File: config.mk
export PLATFORM = sky130hd
export DESIGN_NAME = fetch_unit
export DESIGN_NICKNAME = d
export VERILOG_FILES = /design/src/rtl/fetch_unit.sv
export SDC_FILE = /design/constraint.sdc
export NUM_CORES = 1
export LEC_CHECK = 0
export ABC_CLOCK_PERIOD_IN_PS = 3800
export CORE_MARGIN = 1
export CORE_UTILIZATION = 35
export DETAILED_ROUTE_END_ITERATION = 6
export PLACE_DENSITY = 0.69
export SYNTH_ARGS = -nofsm -noshare
export SYNTH_HDL_FRONTEND = slang
export SYNTH_SLANG_ARGS = --single-unit
File: constraint.sdc
create_clock -name clk -period 3.8 [get_ports clk]
set_input_delay 0.38 -clock clk [delete_from_list [all_inputs] [get_ports clk]]
set_output_delay 0.38 -clock clk [all_outputs]
set_load 0.03 [all_outputs]
File: src/rtl/fetch_unit.sv
// fetch_unit: instruction fetch stage for the 8-bit core.
// Holds the PC, issues one byte read per instruction on the shared memory
// port and hands the byte to decode over a valid/ready handshake. After a
// load/store is accepted (increment_pc=0) one GAP cycle leaves the port to
// the data access.
// Optional feature macro: FETCH_REDIRECT_EN adds redirect/redirect_pc,
// which load a new PC from any state.
module fetch_unit #(
   parameter int                 ADDR_W   = 8,
   parameter logic [ADDR_W-1:0]  RESET_PC = '0
) (
   input  logic              clk,
   input  logic              reset,
   output logic              mem_req,
   output logic [ADDR_W-1:0] mem_addr,
   input  logic              mem_ack,
   input  logic [7:0]        mem_rdata,
   output logic [7:0]        instr,
   output logic              instr_valid,
   input  logic              instr_ready,
   input  logic              increment_pc,
`ifdef FETCH_REDIRECT_EN
   input  logic              redirect,
   input  logic [ADDR_W-1:0] redirect_pc,
`endif
   output logic [ADDR_W-1:0] pc
);

   typedef enum logic [1:0] {
      S_GAP   = 2'd0,
      S_FETCH = 2'd1,
      S_VALID = 2'd2
   } state_t;

   state_t            state;
   logic [ADDR_W-1:0] pc_q;
   logic [7:0]        instr_q;
   logic              mem_req_q;
   logic              valid_q;

   // Fetch FSM: state, PC, instruction latch and registered output flags.
   // The flags are written together with the next state so they always
   // equal the state decode (mem_req = FETCH, instr_valid = VALID).
   always_ff @(posedge clk) begin
      if (reset) begin
         state     <= S_GAP;
         pc_q      <= RESET_PC;
         instr_q   <= '0;
         mem_req_q <= 1'b0;
         valid_q   <= 1'b0;
      end
`ifdef FETCH_REDIRECT_EN
      else if (redirect) begin
         // Redirect beats ack and accept in the same cycle; both are dropped.
         state     <= S_GAP;
         pc_q      <= redirect_pc;
         mem_req_q <= 1'b0;
         valid_q   <= 1'b0;
      end
`endif
      else begin
         case (state)
            S_GAP: begin
               state     <= S_FETCH;
               mem_req_q <= 1'b1;
            end
            S_FETCH: begin
               if (mem_ack) begin
                  instr_q   <= mem_rdata;
                  state     <= S_VALID;
                  mem_req_q <= 1'b0;
                  valid_q   <= 1'b1;
               end
            end
            S_VALID: begin
               if (instr_ready) begin
                  pc_q    <= pc_q + ADDR_W'(1);
                  valid_q <= 1'b0;
                  if (increment_pc) begin
                     state     <= S_FETCH;
                     mem_req_q <= 1'b1;
                  end else begin
                     state     <= S_GAP;
                     mem_req_q <= 1'b0;
                  end
               end
            end
            default: begin
               state     <= S_GAP;
               mem_req_q <= 1'b0;
               valid_q   <= 1'b0;
            end
         endcase
      end
   end

   assign mem_req     = mem_req_q;
   assign instr_valid = valid_q;
   assign instr       = instr_q;
   assign pc          = pc_q;
   assign mem_addr    = pc_q;

endmodule

; ---- Yosys cells after proc, flatten, opt, wreduce, memory -nomap -nowiden
; Index checks and enable logic that the tools add are counted.
[word_totals]
input_bits = 13
latch_bits = 0
output_inout_bits = 26
rom_bits = 0
elab_cells = 27
register_bits = 20
memories = 0
ramBits = 0
[op_classes]
mul = 0
n_shift = 0
order_cmp = 0
add_sub_neg = 1
reduce_logical = 5
n_div = 0
bitwise_logic = 1
n_eq_ne = 4
mux = 11
[ops]
columns = op, count
row1 = "adder 8 x 1 -> 8 bit, second input constant", 1
row2 = 2-to-1 mux 1 bit, 6
row3 = case mux 1 bit (3 select lines), 2
row4 = case mux 2 bit (3 select lines), 1
row5 = AND reduction 2 bit, 3
row6 = 2-to-1 mux 2 bit, 2
row7 = "!= test 2 bit, second input constant", 2
row8 = AND reduction 3 bit, 1
row9 = "== test 2 x 1 -> 1 bit, second input constant", 1
row10 = "== test 2 bit, second input constant", 1
row11 = logical NOT 2 bit, 1
row12 = inverter 1 bit, 1

; ---- Longest topological paths before layout
; Gate-level depths: netlist (run 1).
[depth]
word_depth = 3
depth_mapped = 5
ltp_nobuf = 4

; ---- Worst setup path before layout (run 1)
; Ideal clock, no wire load.
[synth_path]
kind = flip-flop to flip-flop
startpoint = register pc_q[0], in the netlist mem_addr[0]
endpoint = register pc_q[4], in the netlist mem_addr[4]
synth_period_minus_slack_ns = 1.476
arrival_ns = 1.405
n_path_buf = 0
required_time_ns = 3.730
slack_ns = 2.324
stages_incl_launch_ff = 5
setup_ns = 0.070
cell_sequence = dfxtp_1 > ha_1 > nand4b_1 > or3_1 > a21oi_1
[synth_between]
elab_chain_len = 1
[synth_rtl]
columns = item, line_no
row1 = from (decl), 36  ; logic [ADDR_W-1:0] pc_q;
row2 = from (signal assigned), 77  ; pc_q <= pc_q + ADDR_W'(1);
row3 = adder 8 x 1 -> 8 bit, 77
; Every way passes these cells.
; A chain may end at the register's enable or synchronous reset.

; ---- Worst setup path in the final report (run 1)
[layout_path]
startpoint = register pc_q[3], in the netlist mem_addr[3]
endpoint = output port pc[3]
[layout_rtl]
columns = item, line_no
row1 = to (decl), 26  ; output logic [ADDR_W-1:0] pc
; No word-level cell between the ends.

==> out/qor.yml, run 1 <==
criticalPathCategory: "reg2out"
wl_per_cell_um: 11.4
synth.distinct_cells: 22
post_cts_buffers: 0
cp_slowest_cell: "clkdlybuf4s50_1"
io_pins: 39
syn_inst: 91
finalSetupViolCount: 0
avgSynthCellArea_um2: 9.40
antenna_found_initial: 0
clock_sinks: 20
layout_common_cells: "38 x clkdlybuf4s50_1, 20 x dfxtp_1, 13 x nor2_1, 9 x mux2i_1, 9 x a21oi_1"
port_buffers: 38
antenna_cells: 0
grt_pass1_vias: 721
ant_nets: 0
tns_ns: 0
cp_cell_sequence: "clkdlybuf4s50_1"
syn_area_um2: 856
grt_max_degree: 21
drtPass1Iterations: 4
cpPeakStageDelay_ns: 0.72
final_common_cell: "clkdlybuf4s50_1"
clock-skew-final_ns: 0.00578
final.fill_count: 223
pwr-share-seq_pct: 58.7
startpoint_type: "flip-flop"
area_growth_pct: 41.8
worst-path-buf-inv: 1
start_util_pct: 38.0
cts_resized: 0
row_count: 17
worstHoldPathType: "reg2reg"
critical_path.top_delay_family: "buffers and inverters"
nets: 136
via_per_inst: 4.93
clock_path_buffers: 2
power_frac_clock_pct: 25.1
dieWidth_um: 51.5
cp.required_ns: 3.42
gp_congestion: 0.696
grt-ovfl-total: 0
wirelength_um: 1680
grt_pass1_wl_um: 2860
cp-end-kind: "output pin"
cts_hold_buf: 0
numCtsBuffers: 3
dp_hpwl_um: 1280
drive_gt1_share_pct: 5.00
max_cap_violations: 0
intPower_mw: 0.286
fmax_mhz: 540
cts-root-buf: "clkbuf_4"
drc: 0
pwr-share-comb_pct: 16.2
status: "finished, final reports clean"
crit_fanout: 8
finalHoldViolCount: 0
max_slew_margin_pct: 52.1
first_iter_violations: 8
max-vdd-ir-drop_mv: 0.214
arrival_ns: 1.47
cts_tree: "built"
rsz0062_at_grt: "no"
power_density_mw_per_mm2: 313
num_vias: 729
p_sw_mw: 0.0943
clock_latency_ns: 0.29
switching_share_pct: 24.8
ctsHtreeMaxLevel: 1
clkTransAtPathRegs_ns: 0.11
fin_crit_sh_pct: 48.8
die-area_mm2: 0.00265
grt_use_total_pct: 14.2
coreArea_mm2: 0.00225
tightest_slew_ns: 0.716
syn_nets: 105
yosysSeqAreaShare_pct: 46.8
synth.ff_latch_count: 20
leakagePower_nw: 0.491
timing.final.crit_period_ns: 1.85
yosysWarnings: 0
whs_ns: 0.471
slew_violations: 0
die_h_um: 51.5
==> flip-flops by register name (all words and copies together), names as in the netlist <==
name         cells
instr            8
mem_addr         8
state            2
instr_valid      1
mem_req          1
==> cell families after synthesis <==
family	share of synthesized area, %
flops	46.8
xor+xnor	2.05
simple gates	19.0
compound gates	10.8
buf+inv	9.36
mux	10.5
fa+ha+maj	1.46
==> synthesized netlist by cell type, drive strengths merged <==
master / n / area share [%]
a21o: 1 / 0.88
a21oi: 9 / 5.3
buf: 10 / 8.5
clkbuf: 2 / 0.88
dfxtp: 20 / 47
ha: 1 / 1.5
mux2i: 9 / 11
nand2: 5 / 2.2
nand3: 1 / 0.58
nand3b: 2 / 3.2
nand4: 2 / 1.5
nand4b: 1 / 1.0
nor2: 13 / 5.7
o21ai: 5 / 2.9
o31ai: 2 / 1.8
or2: 1 / 0.73
or3: 3 / 2.3
or4: 2 / 1.8
xor2: 2 / 2.0
==> power groups by stage <==
stage	combinational (mW)	sequential [mW]	clock, mW
floorplan	0.0226	0.239	0
detailed placement	0.0620	0.228	0
CTS	0.0623	0.223	0.0984
finish	0.0617	0.223	0.0953
global route	0.0670	0.224	0.108
global placement	0.0611	0.227	0
==> layer usage <==
metal / up-vias / GRT usage [%] / part of all wire [%]
met2: 32 / 25.5 / 48
met5: - / 0 / 0
met3: 0 / 4.46 / 8.3
met1: 330 / 15.9 / 44
li1: 367 / - / -
met4: 0 / 4.05 / 0
==> area by class of cell <==
| type | count | area (µm²) | share of cell area [%] |
|---|---|---|---|
| sequential | 20 | 400 | 33.0 |
| timing repair buffer | 38 | 380 | 31.3 |
| multi-input combinational | 59 | 375 | 30.9 |
| tap | 28 | 35.0 | 2.89 |
| clock buffer | 3 | 22.5 | 1.86 |
==> stage by stage <==
stage	area, µm²	setup WS [ns]	instances	utilization, %	total power [mW]
2_1_floorplan	856	2.32	91	-	0.261
3_3_place_gp	1190	1.97	145	52.8	0.288
3_5_place_dp	1190	1.93	145	52.8	0.290
4_1_cts	1210	1.93	148	53.8	0.384
5_1_grt	1210	1.86	148	53.8	0.400
6_report	1210	1.95	148	53.8	0.380
==> final timing paths <==
path         depth (start not counted)                        to                startpoint  slack (ns)
max                                  1                     pc[3]  mem_addr[3]$_SDFFE_PP0P_        1.95
min                                  2  instr_valid$_SDFFE_PP0P_  instr_valid$_SDFFE_PP0P_        0.47
max reg2reg                          3     instr[5]$_SDFFE_PP0P_     state[1]$_SDFFE_PP0P_        2.37
min reg2reg                          2  instr_valid$_SDFFE_PP0P_  instr_valid$_SDFFE_PP0P_        0.47
(Power assumes the default switching activity.)
==> inputs of run 2 (changes only) <==
Settings changed: ABC_CLOCK_PERIOD_IN_PS 3800 to 1700, PLACE_DENSITY 0.69 to 0.72.
Clock period 3.8 ns to 1.7 ns, I/O delays scaled along.
==> run 2 against run 1 <==
  * Register-to-register slack got worse by 2.1 ns
  * Clock power increased by 130%
  * Die area unchanged
  * Cell count increased by 2.0%
  * Combinational power increased by 130%
  * Setup slack got worse by 1.9 ns
  * Critical path type unchanged
  * Largest power group unchanged
==> out/qor.yml, run 2 (synthesized netlist as in run 1, its figures left out) <==
cpPeakStageDelay_ns: 0.71  # about the same
cts_hold_buf: 0  # unchanged
die_h_um: 51.5  # unchanged
grt_max_degree: 13  # -38%
numCtsBuffers: 3  # unchanged
antenna_found_initial: 0  # unchanged
dp_hpwl_um: 1340  # +4.5%
io_pins: 39  # unchanged
start_util_pct: 38.0  # unchanged
dieWidth_um: 51.5  # unchanged
layout_common_cells: "35 x clkdlybuf4s50_1, 20 x dfxtp_1, 13 x nor2_1, 9 x mux2i_1, 9 x a21oi_1"
finalHoldViolCount: 0  # unchanged
cp-end-kind: "output pin"
fin_crit_sh_pct: 95.1
power_density_mw_per_mm2: 689  # +120%
design_area_mm2: 0.00124  # +2.5%
status: "finished, final reports clean"
route.met2.wl_um: 884  # +11%
clock_sinks: 20  # unchanged
cp_cell_sequence: "clkdlybuf4s50_1"
multiInputGateArea_um2: 375  # unchanged
wirelength_um: 1780  # +5.6%
drc: 0  # unchanged
cts-root-buf: "clkbuf_4"
grt_pass1_wl_um: 2930  # +2.2%
finalSetupViolCount: 0  # unchanged
via_per_inst: 4.85  # -1.6%
max_cap_violations: 0  # unchanged
slew_violations: 0  # unchanged
port_buffers: 38  # unchanged
grt_pass1_vias: 672  # -6.8%
cts_tree: "built"
clock_latency_ns: 0.29  # about the same
tns_ns: 0  # unchanged
clkTransAtPathRegs_ns: 0.11  # about the same
p_sw_mw: 0.215  # +130%
ctsHtreeMaxLevel: 1  # unchanged
p_total_mw: 0.857  # +130%
postPlaceCellArea_mm2: 0.00121  # +1.9%
rsz0062_at_grt: "no"
ant_nets: 0  # unchanged
gp_congestion: 0.702  # +0.93%
arrival_ns: 1.45  # -0.02 ns
die-area_mm2: 0.00265  # unchanged
final_common_cell: "clkdlybuf4s50_1"
cp.required_ns: 1.53  # -1.89 ns
intPower_mw: 0.642  # +120%
cp_slowest_cell: "clkdlybuf4s50_1"
pwr-share-comb_pct: 16.4  # +0.2 points
dr_wl_met3_um: 74  # -47%
area_growth_pct: 45.3
startpoint_type: "flip-flop"
regArea_um2: 400  # unchanged
wl_per_cell_um: 11.8  # +3.5%
power_frac_clock_pct: 25.3  # +0.2 points
leakagePower_nw: 0.560  # +14%
criticalPathCategory: "reg2out"
drtPass1Iterations: 3  # -1
fmax_mhz: 619
dp_slack_ns: 0.0407  # -1.89 ns
setup_slack_ns: 0.0837  # -1.86 ns
grt-ovfl-total: 0  # unchanged
switching_share_pct: 25.1  # +0.30 points
critical_path.top_delay_family: "buffers and inverters"
antenna_cells: 0  # unchanged
max-vdd-ir-drop_mv: 0.379  # +77%
num_vias: 732  # +0.41%
tightest_slew_ns: 0.329  # -0.386 ns
worst-path-buf-inv: 1  # unchanged
worstHoldPathType: "reg2reg"
max_slew_margin_pct: 78.0  # +26 points
timing.final.crit_period_ns: 1.62
first_iter_violations: 2  # -6
coreArea_mm2: 0.00225  # unchanged
drive_gt1_share_pct: 7.32  # +2.3 points
pwr-share-seq_pct: 58.3  # -0.4 points
clock_path_buffers: 2  # unchanged
crit_fanout: 5  # -3
wl_met1_um: 804  # +8.4%
clock-skew-final_ns: 0.00531  # -0.000468 ns
grt_use_total_pct: 15.0  # +0.72 points
nets: 139  # +2.2%
row_count: 17  # unchanged
final.fill_count: 231  # +3.6%
maxUsedRoutingLayer: "met4"
## run 2: changes by cell type in the layout (fill, tap and decap cells not counted)
cell and delta:
buf_4 +3, dlymetal6s2s_1 +3, clkdlybuf4s50_1 -3
## run 2: final cells by class
class,count,share of cell area [%]
Tap cell,28,2.82
Multi-Input combinational cell,59,30.2
Sequential cell,20,32.2
Clock buffer,3,1.81
Timing Repair Buffer,41,33.0
## run 2: metal layers
layer | track usage (%) | vias to the layer above
li1 | - | 371
met1 | 18.9 | 344
met2 | 22.7 | 15
met3 | 4.17 | 2
met4 | 8.11 | 0
met5 | 0 | -
## run 2: power by group through the flow
stage | Sequential [mW] | Combinational, mW | Clock [mW]
after floorplan | 0.534 | 0.0506 | 0
after global placement | 0.509 | 0.140 | 0
after detailed placement | 0.510 | 0.141 | 0
after CTS | 0.499 | 0.142 | 0.231
after global routing | 0.502 | 0.150 | 0.254
final | 0.499 | 0.141 | 0.217
## run 2: final timing paths
path	end	cells past startpoint	slack, ns	startpoint
max	mem_addr[0]	1	0.08	mem_addr[0]$_SDFFE_PP0P_
min	instr_valid$_SDFFE_PP0P_	2	0.47	instr_valid$_SDFFE_PP0P_
max reg2reg	mem_addr[7]$_SDFFE_PP0P_	3	0.31	state[1]$_SDFFE_PP0P_
min reg2reg	instr_valid$_SDFFE_PP0P_	2	0.47	instr_valid$_SDFFE_PP0P_
## run 2: per-stage QoR
stage                     utilization (%)  instances  hold WS (ns)
final                                55.2        151         0.465
after CTS                            54.8        151         0.466
after global routing                 55.2        151         0.475
after detailed placement             53.8        148         0.450
after global placement               53.8        148         0.449
after floorplan                         -         91         0.314
## run 2: repair_timing
action                                  4_1_cts  5_1_grt
endpoints found under the setup margin        0        3
gates resized for setup                       0        3
buffers inserted                              0        0
